File: config.mk
export PLATFORM = sky130hd
export DESIGN_NAME = uart_rx_fifo
export DESIGN_NICKNAME = d
export VERILOG_FILES = /design/src/rtl/uart_rx_fifo_pkg.sv /design/src/rtl/uart_fifo_ram.sv /design/src/rtl/uart_rx_fifo.sv
export SDC_FILE = /design/constraint.sdc
export NUM_CORES = 1
export LEC_CHECK = 0
export BUFFER_PORTS_ARGS = -buffer_cell sky130_fd_sc_hd__clkbuf_2
export CAP_MARGIN = 10
export CORE_UTILIZATION = 54
export CTS_CLUSTER_SIZE = 10
export DETAILED_ROUTE_END_ITERATION = 8
export PLACE_DENSITY = 0.85
export RECOVER_POWER = 100
export SYNTH_ARGS = -nofsm -noshare
export SYNTH_HDL_FRONTEND = slang
export SYNTH_SLANG_ARGS = --single-unit
File: constraint.sdc
create_clock -name clk_i -period 2.63 [get_ports clk_i]
set_input_delay 0.526 -clock clk_i [delete_from_list [all_inputs] [get_ports clk_i]]
set_output_delay 0.526 -clock clk_i [all_outputs]
set_load 0.03 [all_outputs]
File: src/rtl/uart_rx_fifo_pkg.sv
// Shared constants for the UART receive path: default FIFO depth and the
// bit layout of the status word exposed to the bus slave.
package uart_rx_fifo_pkg;

    // log2 of the default receive FIFO depth (16 entries)
    localparam int unsigned UART_FIFO_DEPTH_W = 4;

    // Status register bit positions
    localparam int unsigned STAT_VALID_BIT    = 0;
    localparam int unsigned STAT_FULL_BIT     = 1;
    localparam int unsigned STAT_OVERFLOW_BIT = 2;
    localparam int unsigned STAT_FRAMING_BIT  = 3;

    // Assemble the 4-bit status word from the individual FIFO flags
    function automatic logic [3:0] pack_status(input logic valid,
                                               input logic full,
                                               input logic overflow,
                                               input logic framing_err);
        logic [3:0] s;
        s                    = 4'h0;
        s[STAT_VALID_BIT]    = valid;
        s[STAT_FULL_BIT]     = full;
        s[STAT_OVERFLOW_BIT] = overflow;
        s[STAT_FRAMING_BIT]  = framing_err;
        return s;
    endfunction

endpackage

File: src/rtl/uart_fifo_ram.sv
// 2^ADDR_W x WIDTH storage with synchronous write and asynchronous read.
// Shared by the RX FIFO and intended for the TX-side FIFO as well.
module uart_fifo_ram #(
    parameter int unsigned ADDR_W = 4,
    parameter int unsigned WIDTH  = 8
) (
    input  logic              clk_i,
    input  logic              we_i,
    input  logic [ADDR_W-1:0] waddr_i,
    input  logic [WIDTH-1:0]  wdata_i,
    input  logic [ADDR_W-1:0] raddr_i,
    output logic [WIDTH-1:0]  rdata_o
);

    localparam int unsigned DEPTH = 2 ** ADDR_W;

    logic [WIDTH-1:0] mem_q [DEPTH];

    // Storage is not reset: contents are only meaningful behind valid pointers
    always_ff @(posedge clk_i) begin
        if (we_i) begin
            mem_q[waddr_i] <= wdata_i;
        end
    end

    // Combinational read gives the FIFO its fall-through head
    assign rdata_o = mem_q[raddr_i];

endmodule

File: src/rtl/uart_rx_fifo.sv
// Receive buffer behind the byte-level UART receiver: drains the UART holding
// register with a one-cycle acknowledge strobe, queues bytes in an FWFT FIFO
// and reports level, sticky overflow/framing flags and a threshold interrupt.
module uart_rx_fifo
    import uart_rx_fifo_pkg::*;
#(
    parameter int unsigned DEPTH_W = UART_FIFO_DEPTH_W
) (
    input  logic               clk_i,
    input  logic               rst_ni,
    input  logic [7:0]         uart_data_i,
    input  logic               uart_ready_i,
    input  logic               uart_err_i,
    output logic               uart_rd_o,
    input  logic               pop_i,
    output logic [7:0]         data_o,
    output logic               valid_o,
    output logic [DEPTH_W:0]   level_o,
    output logic               full_o,
    input  logic               clr_i,
    input  logic [DEPTH_W:0]   thresh_i,
    output logic               overflow_o,
    output logic               framing_err_o,
    output logic               irq_o
);

    localparam int unsigned LVL_W = DEPTH_W + 1;
    localparam logic [LVL_W-1:0] DEPTH_LVL = LVL_W'(2 ** DEPTH_W);

    logic [DEPTH_W-1:0] wr_ptr_q, wr_ptr_d;
    logic [DEPTH_W-1:0] rd_ptr_q, rd_ptr_d;
    logic [LVL_W-1:0]   level_q, level_d;
    logic               rd_strobe_q, rd_strobe_d;
    logic               overflow_q, overflow_d;
    logic               framing_q, framing_d;
    logic               irq_q, irq_d;

    logic               cap;
    logic               full;
    logic               empty;
    logic               do_pop;
    logic               do_push;
    logic               drop;
    logic [7:0]         ram_rdata;

    // Capture/ack decisions, pointer and level updates, sticky flags and irq
    always_comb begin
        // The UART flag drops one cycle after our strobe, so block re-capture
        // while the strobe is high.
        cap     = (uart_ready_i | uart_err_i) & ~rd_strobe_q;
        full    = (level_q == DEPTH_LVL);
        empty   = (level_q == '0);
        do_pop  = pop_i & ~empty & ~clr_i;
        do_push = cap & uart_ready_i & ~clr_i & (~full | do_pop);
        drop    = cap & uart_ready_i & ~clr_i & full & ~do_pop;

        // Every capture is acknowledged, even one discarded by a flush
        rd_strobe_d = cap;

        wr_ptr_d   = wr_ptr_q;
        rd_ptr_d   = rd_ptr_q;
        level_d    = level_q;
        overflow_d = overflow_q;
        framing_d  = framing_q;

        if (clr_i) begin
            wr_ptr_d   = '0;
            rd_ptr_d   = '0;
            level_d    = '0;
            overflow_d = 1'b0;
            framing_d  = 1'b0;
        end else begin
            if (do_push) begin
                wr_ptr_d = wr_ptr_q + DEPTH_W'(1);
            end
            if (do_pop) begin
                rd_ptr_d = rd_ptr_q + DEPTH_W'(1);
            end
            if (do_push && !do_pop) begin
                level_d = level_q + LVL_W'(1);
            end else if (do_pop && !do_push) begin
                level_d = level_q - LVL_W'(1);
            end
            if (drop) begin
                overflow_d = 1'b1;
            end
            if (cap && uart_err_i) begin
                framing_d = 1'b1;
            end
        end

        // Interrupt follows the post-update state so it tracks level exactly
        irq_d = ((thresh_i != '0) && (level_d >= thresh_i)) | overflow_d | framing_d;
    end

    // Control state register with asynchronous reset
    always_ff @(posedge clk_i or negedge rst_ni) begin
        if (!rst_ni) begin
            wr_ptr_q    <= '0;
            rd_ptr_q    <= '0;
            level_q     <= '0;
            rd_strobe_q <= 1'b0;
            overflow_q  <= 1'b0;
            framing_q   <= 1'b0;
            irq_q       <= 1'b0;
        end else begin
            wr_ptr_q    <= wr_ptr_d;
            rd_ptr_q    <= rd_ptr_d;
            level_q     <= level_d;
            rd_strobe_q <= rd_strobe_d;
            overflow_q  <= overflow_d;
            framing_q   <= framing_d;
            irq_q       <= irq_d;
        end
    end

    uart_fifo_ram #(
        .ADDR_W (DEPTH_W),
        .WIDTH  (8)
    ) u_ram (
        .clk_i   (clk_i),
        .we_i    (do_push),
        .waddr_i (wr_ptr_q),
        .wdata_i (uart_data_i),
        .raddr_i (rd_ptr_q),
        .rdata_o (ram_rdata)
    );

    assign uart_rd_o     = rd_strobe_q;
    assign valid_o       = ~empty;
    assign full_o        = full;
    assign level_o       = level_q;
    // Head reads as zero while empty so reset/flush leave a clean bus value
    assign data_o        = empty ? 8'h00 : ram_rdata;
    assign overflow_o    = overflow_q;
    assign framing_err_o = framing_q;
    assign irq_o         = irq_q;

endmodule

==> After elaboration in Yosys (flattened, before gate mapping) <==
Memory sizes are Yosys's and may differ from the RTL's.
Cells that the tools add are included.
{ "word_totals": {"ff_bits": 17, "mem_bits_rw": 128, "out_inout_bits": 19, "elab_cells": 55, "n_memories": 1} }
{ "op_classes": {"addsub": 4, "magnitude_cmp": 1, "n_eq_ne": 1, "mux": 14, "n_bitwise": 17, "reduce_logical": 10} }
{ "mem_list": {"columns": ["memory", "depth", "word_bits", "rd", "rd_ports_with_merged_regs", "write_ports", "line_no", "text"], "rows": [
  ["u_ram.mem_q", 16, 8, 1, 0, 1, "uart_fifo_ram.sv:17", "logic [WIDTH-1:0] mem_q [DEPTH];"]
]} }
{ "ops": {"columns": ["op", "n"], "rows": [
  ["4-bit two-way mux", 4],
  ["5-bit two-way mux", 3],
  ["4-bit by 1-bit adder with 4-bit output, second input constant", 2],
  ["1-bit bitwise AND", 8],
  ["8-bit two-way mux", 1],
  ["1-bit two-way mux", 6],
  ["5-bit by 1-bit adder with 5-bit output, second input constant", 1],
  ["5-bit == test, second input constant", 1],
  ["5-bit >= comparator", 1],
  ["5-bit logical NOT", 1],
  ["1-bit NOT", 5],
  ["5-bit nonzero test", 1],
  ["5-bit by 1-bit subtractor with 5-bit output, second input constant", 1],
  ["1-bit logical AND", 4],
  ["1-bit OR", 4],
  ["2-bit nonzero test", 2],
  ["1-bit logical NOT", 2]
]} }

==> Depth between registers and ports, before layout <==
{ "logic_depth": {"ltp_word": 15, "ltp_mapped": 12, "mapped_depth_nobuf": 11} }

==> Cells and area by module <==
From an unflattened synthesis, not the netlist that was laid out.
{ "unflattened": {"cells_unflattened": 338, "hier_area_um2": 6089.6} }
{ "modules_own_cells": {"columns": ["module", "n_inst", "cells_per_inst", "area_each_um2"], "rows": [
  ["uart_fifo_ram", 1, 221, 4987.3],
  ["uart_rx_fifo", 1, 117, 1102.3]
]} }

==> Worst setup path after synthesis <==
No wires, ideal clock.
{ "synth_timing": {"path_type": "register to register", "startpoint": "register level_q[0], in the netlist level_o[0]", "endpoint": "register irq_q, in the netlist irq_o", "setup_ns": 0.134, "arrival_ns": 2.885, "t_required_ns": 2.496, "setup_slack_ns": -0.389, "path_stages_with_launch": 13, "path_cell_list": "dfrtp_1 inv_1 ha_1 or3b_1 buf_2 a211o_1 a21oi_1 nor2_1 ha_1 nand2b_1 a21o_1 a2111oi_0 o21ai_0"} }
{ "synth_via": {"elab_chain_cells": 15, "elab_cells_between_ends": 26} }
{ "synth_rtl": {"columns": ["item", "line_no", "text"], "rows": [
  ["start, declared", "uart_rx_fifo.sv:32", "logic [LVL_W-1:0] level_q, level_d;"],
  ["start signal, assigned", "uart_rx_fifo.sv:109", "level_q <= level_d;"],
  ["5-bit logical NOT", "uart_rx_fifo.sv:52", "empty = (level_q == '0);"],
  ["1-bit NOT", "uart_rx_fifo.sv:53", "do_pop = pop_i & ~empty & ~clr_i;"],
  ["1-bit bitwise AND (2 in a row)", "uart_rx_fifo.sv:53", null],
  ["1-bit OR", "uart_rx_fifo.sv:54", "do_push = cap & uart_ready_i & ~clr_i & (~full | do_pop);"],
  ["1-bit bitwise AND", "uart_rx_fifo.sv:54", null],
  ["1-bit logical NOT", "uart_rx_fifo.sv:81", "end else if (do_pop && !do_push) begin"],
  ["1-bit logical AND", "uart_rx_fifo.sv:81", null],
  ["5-bit two-way mux", "uart_rx_fifo.sv:81", null],
  ["5-bit two-way mux", "uart_rx_fifo.sv:79", "if (do_push && !do_pop) begin"],
  ["5-bit two-way mux", "uart_rx_fifo.sv:66", "if (clr_i) begin"],
  ["5-bit >= comparator", "uart_rx_fifo.sv:93", "irq_d = ((thresh_i != '0) && (level_d >= thresh_i)) | overflow_d | framing_d;"],
  ["1-bit logical AND", "uart_rx_fifo.sv:93", null],
  ["1-bit OR (*) (2 in a row)", "uart_rx_fifo.sv:93", null],
  ["named net irq_d", "uart_rx_fifo.sv:36", "logic irq_q, irq_d;"],
  ["end signal, assigned", "uart_rx_fifo.sv:113", "irq_q <= irq_d;"],
  ["end, declared", "uart_rx_fifo.sv:36", null]
]} }
The timed path passes the listed nets; every way through them passes the cells marked *.
A chain may end at the register's enable or synchronous reset.

==> Final worst setup path <==
Ends and elaborated chain as after synthesis.

==> impl_metrics.py <==
metrics = {
    "sta": {
        "fmax_mhz": 353.2,
        "postLayoutSetupSlackWorst_ns": -0.2013,
        "timing.final.max_slew_violations": 0,
        "fin_crit_ns": 2.831,
        "tns_ns": -1.561,
        "hold_violations": 0,
        "endpoints_failing_setup": 9,
        "worst_hold_slack_ns": 0.2468,
        "unrepaired_setup_endpoints_after_global_routing": "true",
        "timing.slew.headroom": 0.3426,
        "fin_crit_sh": 1.077,
        "worstMarginPinSlew_ns": 0.9861,
        "worst_case_clock_skew_ns": 0.01001,
    },
    "setup_path": {
        "worst_ep_required_time_ns": 3.03,
        "critical-path-slowest-cell": "dfrtp_2",
        "timing.critical_path.arrival_ns": 3.23,
        "crit_buf_inv": 3,
        "cpPeakStageDelay_ns": 0.37,
        "critical-path-top-delay-family": "compound AO/OA/AOI/OAI gates",
        "sort_of_element_at_the_end_of_the_critical_path": "flop",
        "worst-setup-path-type": "flop to flop",
        "crit_path_cell_trace": "inv_2, ha_4, buf_4, buf_4, and4bb_2, a211o_4, nor4b_4, nor2_1, ha_1, nand2b_4, a21o_1, a2111oi_4, o21ai_1",
        "critical_path.startpoint_type": "flop",
        "cp_common_cell": "buf_4",
        "critPathMaxFanout": 4,
    },
    "synthesis": {
        "ys_seq_area_frac": 0.7013,
        "yosysWarningCount": 0,
        "number_of_enable_type_register_cells_in_the_synthesized_netlist": 128,
        "synth.ff_latch_count": 145,
        "mappedNetlistNets": 366,
        "async_reset_ff_frac": 0.1172,
        "ys_dominant_reg_cell": "edfxtp_1",
        "synth.cell_area_um2": 6087,
        "post_synth.cell_area_avg_um2": 18.17,
        "ys_types": 43,
        "netlist_instances": 335,
    },
    "routing": {
        "via_per_inst": 6.050,
        "drt_wl_total_um": 13430,
        "first_pass_iters": 8,
        "first_iter_violations": 290,
        "wire_per_inst_um": 23.03,
        "drc_errors": 0,
        "drt.antenna.violating_nets": 0,
        "via_count": 3527,
    },
    "power": {
        "p_per_area_nw_per_um2": 932.0,
        "switching_share": 0.2791,
        "max-vdd-ir-drop_v": 0.0006375,
        "p_int_mw": 5.244,
        "clkPwrFrac": 0.347,
        "p_seq_frac": 0.360,
        "switchingPower_mw": 2.030,
        "comb_power_share": 0.293,
        "leakage_nw": 2.765,
    },
    "clocking": {
        "cts_buffers": 17,
        "root_buffer": "clkbuf_8",
        "clk_pin_slew_worst_paths_ns": 0.06,
        "cts_tree": "done",
        "htree_num_levels": 4,
        "clock_tree.buffer_depth": 2,
        "numClockSinks": 145,
        "worst_skew_pair.late_latency_ns": 0.52,
    },
    "global_route": {
        "via_count_of_the_first_global_routing_pass": 3612,
        "antenna_found_initial": 0,
        "grt_first_pass_wirelength_um": 20500,
        "grt-ovfl-total": 0,
        "all_layer_global_routing_usage": 0.2513,
        "grt_start_max_net_pins": 23,
    },
    "placed_design": {
        "io_buffer_count": 37,
        "dp_hpwl_um": 7955,
        "place.gp.congestion": 0.8794,
    },
    "die": {
        "io_pins": 38,
        "start_util": 0.5591,
        "fp-row-count": 38,
        "die_x_um": 108.2,
        "die_y_um": 108.2,
        "core_area_um2": 10890,
        "fp.dieArea_um2": 11700,
    },
    "run_status": {
        "outcome": "complete, but fails checks",
        "violations": "negative setup slack",
    },
    "finish": {
        "n_antenna_cell": 0,
        "final_layout_size_suffix_gt1_frac": 0.3815,
        "area_grow_syn2layout_pct": 28.22,
        "final_net_count": 461,
    },
    "min_path": {
        "hold_path_class": "primary input to flop",
    },
    "run": {
        "timing.max_cap.violations": 0,
    },
}
[state kept, by name, summed over array words and instances, names as in the netlist]
register and cells:
u_ram.mem_q 128, framing_err_o 1, level_o 5, irq_o 1
uart_rd_o 1, overflow_o 1, wr_ptr_q 4, rd_ptr_q 4
[cell usage after synthesis, types with 5 or more instances]
library cell	instances	area, um^2
inv_1	12	45.04
a22oi_1	9	67.56
nand2b_1	8	50.05
o21ai_0	12	60.06
nand2_1	7	26.28
clkbuf_1	5	18.77
buf_2	10	50.05
ha_1	12	150.1
edfxtp_1	128	3844
and2_1	12	75.07
nor2_1	9	33.78
mux4_2	32	720.7
dfrtp_1	17	425.4
mux2i_1	11	110.1
[final timing paths]
kind                       slack, ns                       to  cells past startpoint               startpoint
setup / recovery               -0.20          irq_o$_DFF_PN0_                     13     level_o[0]$_DFF_PN0_
hold / removal                  0.25      uart_rd_o$_DFF_PN0_                      3               uart_err_i
setup reg to reg               -0.20          irq_o$_DFF_PN0_                     13     level_o[0]$_DFF_PN0_
hold reg to reg                 0.56  framing_err_o$_DFF_PN0_                      2  framing_err_o$_DFF_PN0_
max in group asynchronous       1.28     level_o[0]$_DFF_PN0_                      2                   rst_ni
min in group asynchronous       0.68  framing_err_o$_DFF_PN0_                      2                   rst_ni
[what timing repair did]
item,CTS,global route
gates cloned,1,0
endpoints found under the setup margin,9,9
endpoints found under the hold margin,17,0
pin swaps,8,5
setup buffers,6,3
hold buffers,1,0
gates resized for setup,30,14
[per-stage QoR]
stage | cells | total power [mW] | utilization | worst slack, ns | area, um^2
after floorplan | 335 | 3.794 | - | -0.2008 | 6106
after global placement | 540 | 4.311 | 0.6361 | -0.1797 | 6925
after detailed placement | 540 | 4.368 | 0.6361 | -0.2762 | 6925
after CTS | 580 | 7.193 | 0.7119 | -0.2084 | 7751
after global routing | 583 | 7.511 | 0.7168 | -0.2727 | 7805
final | 583 | 7.274 | 0.7168 | -0.2013 | 7805
[area by class of cell]
cell class                      instances  area [um^2]
Inverter                               12        47.55
Timing Repair Buffer                   92        844.6
Tap cell                              140        175.2
Clock inverter                         11        186.4
Sequential cell                       145         4273
Fill cell                             612         3083
Multi-Input combinational cell        162         1849
Clock buffer                           21        429.2
[layout by cell type, fill, tap and decap left out, types with 3 or more instances in the layout]
master,n
mux4_2,32
clkinv_2,3
a21oi_1,3
a22oi_1,5
o21ai_0,3
edfxtp_1,128
bufinv_16,5
nor2_1,9
ha_1,11
clkbuf_1,17
and4_1,4
nand2b_1,6
buf_12,17
clkbuf_2,17
clkbuf_16,16
nand2_1,7
buf_4,39
a22oi_2,4
mux2i_1,10
nor3b_1,3
nand3_1,3
o21ai_1,7
dfrtp_2,3
and2_1,12
dfrtp_1,14
nand4_1,3
nor2b_1,3
inv_1,9
[logic make-up (layout without fill, tap and decap cells)]
family,after synthesis,in the layout,share of synthesized area
flops,145,145,0.7013
xor+xnor,3,3,0.004317
fa+ha+maj,12,12,0.02467
simple gates,66,66,0.07133
buf+inv,28,136,0.01932
mux,45,45,0.1402
compound gates,36,36,0.03885
[power groups by stage]
stage               combinational (mW)  clock [mW]  sequential [mW]
finish                            2.13        2.52             2.62
CTS                               2.04        2.54             2.62
floorplan                         1.09           0             2.71
global route                      2.26        2.62             2.62
detailed placement                1.71           0             2.66
global placement                  1.66           0             2.65
[worst reg2reg max path, delay by kind of cell (launching register included)]
| family | cells | cell delay [ns] |
|---|---|---|
| compound gates | 4 | 0.97 |
| simple gates | 4 | 0.66 |
| fa+ha+maj | 2 | 0.42 |
| flops | 1 | 0.37 |
| buf+inv | 3 | 0.29 |
[routing by layer]
layer,up-vias,part of all wire,global-route usage
li1,1530,-,-
met1,1811,0.39,0.3059
met2,172,0.54,0.4395
met3,14,0.060,0.05967
met4,0,0.0093,0.08513
met5,-,0,0
Power figures use the tool's default switching activity.
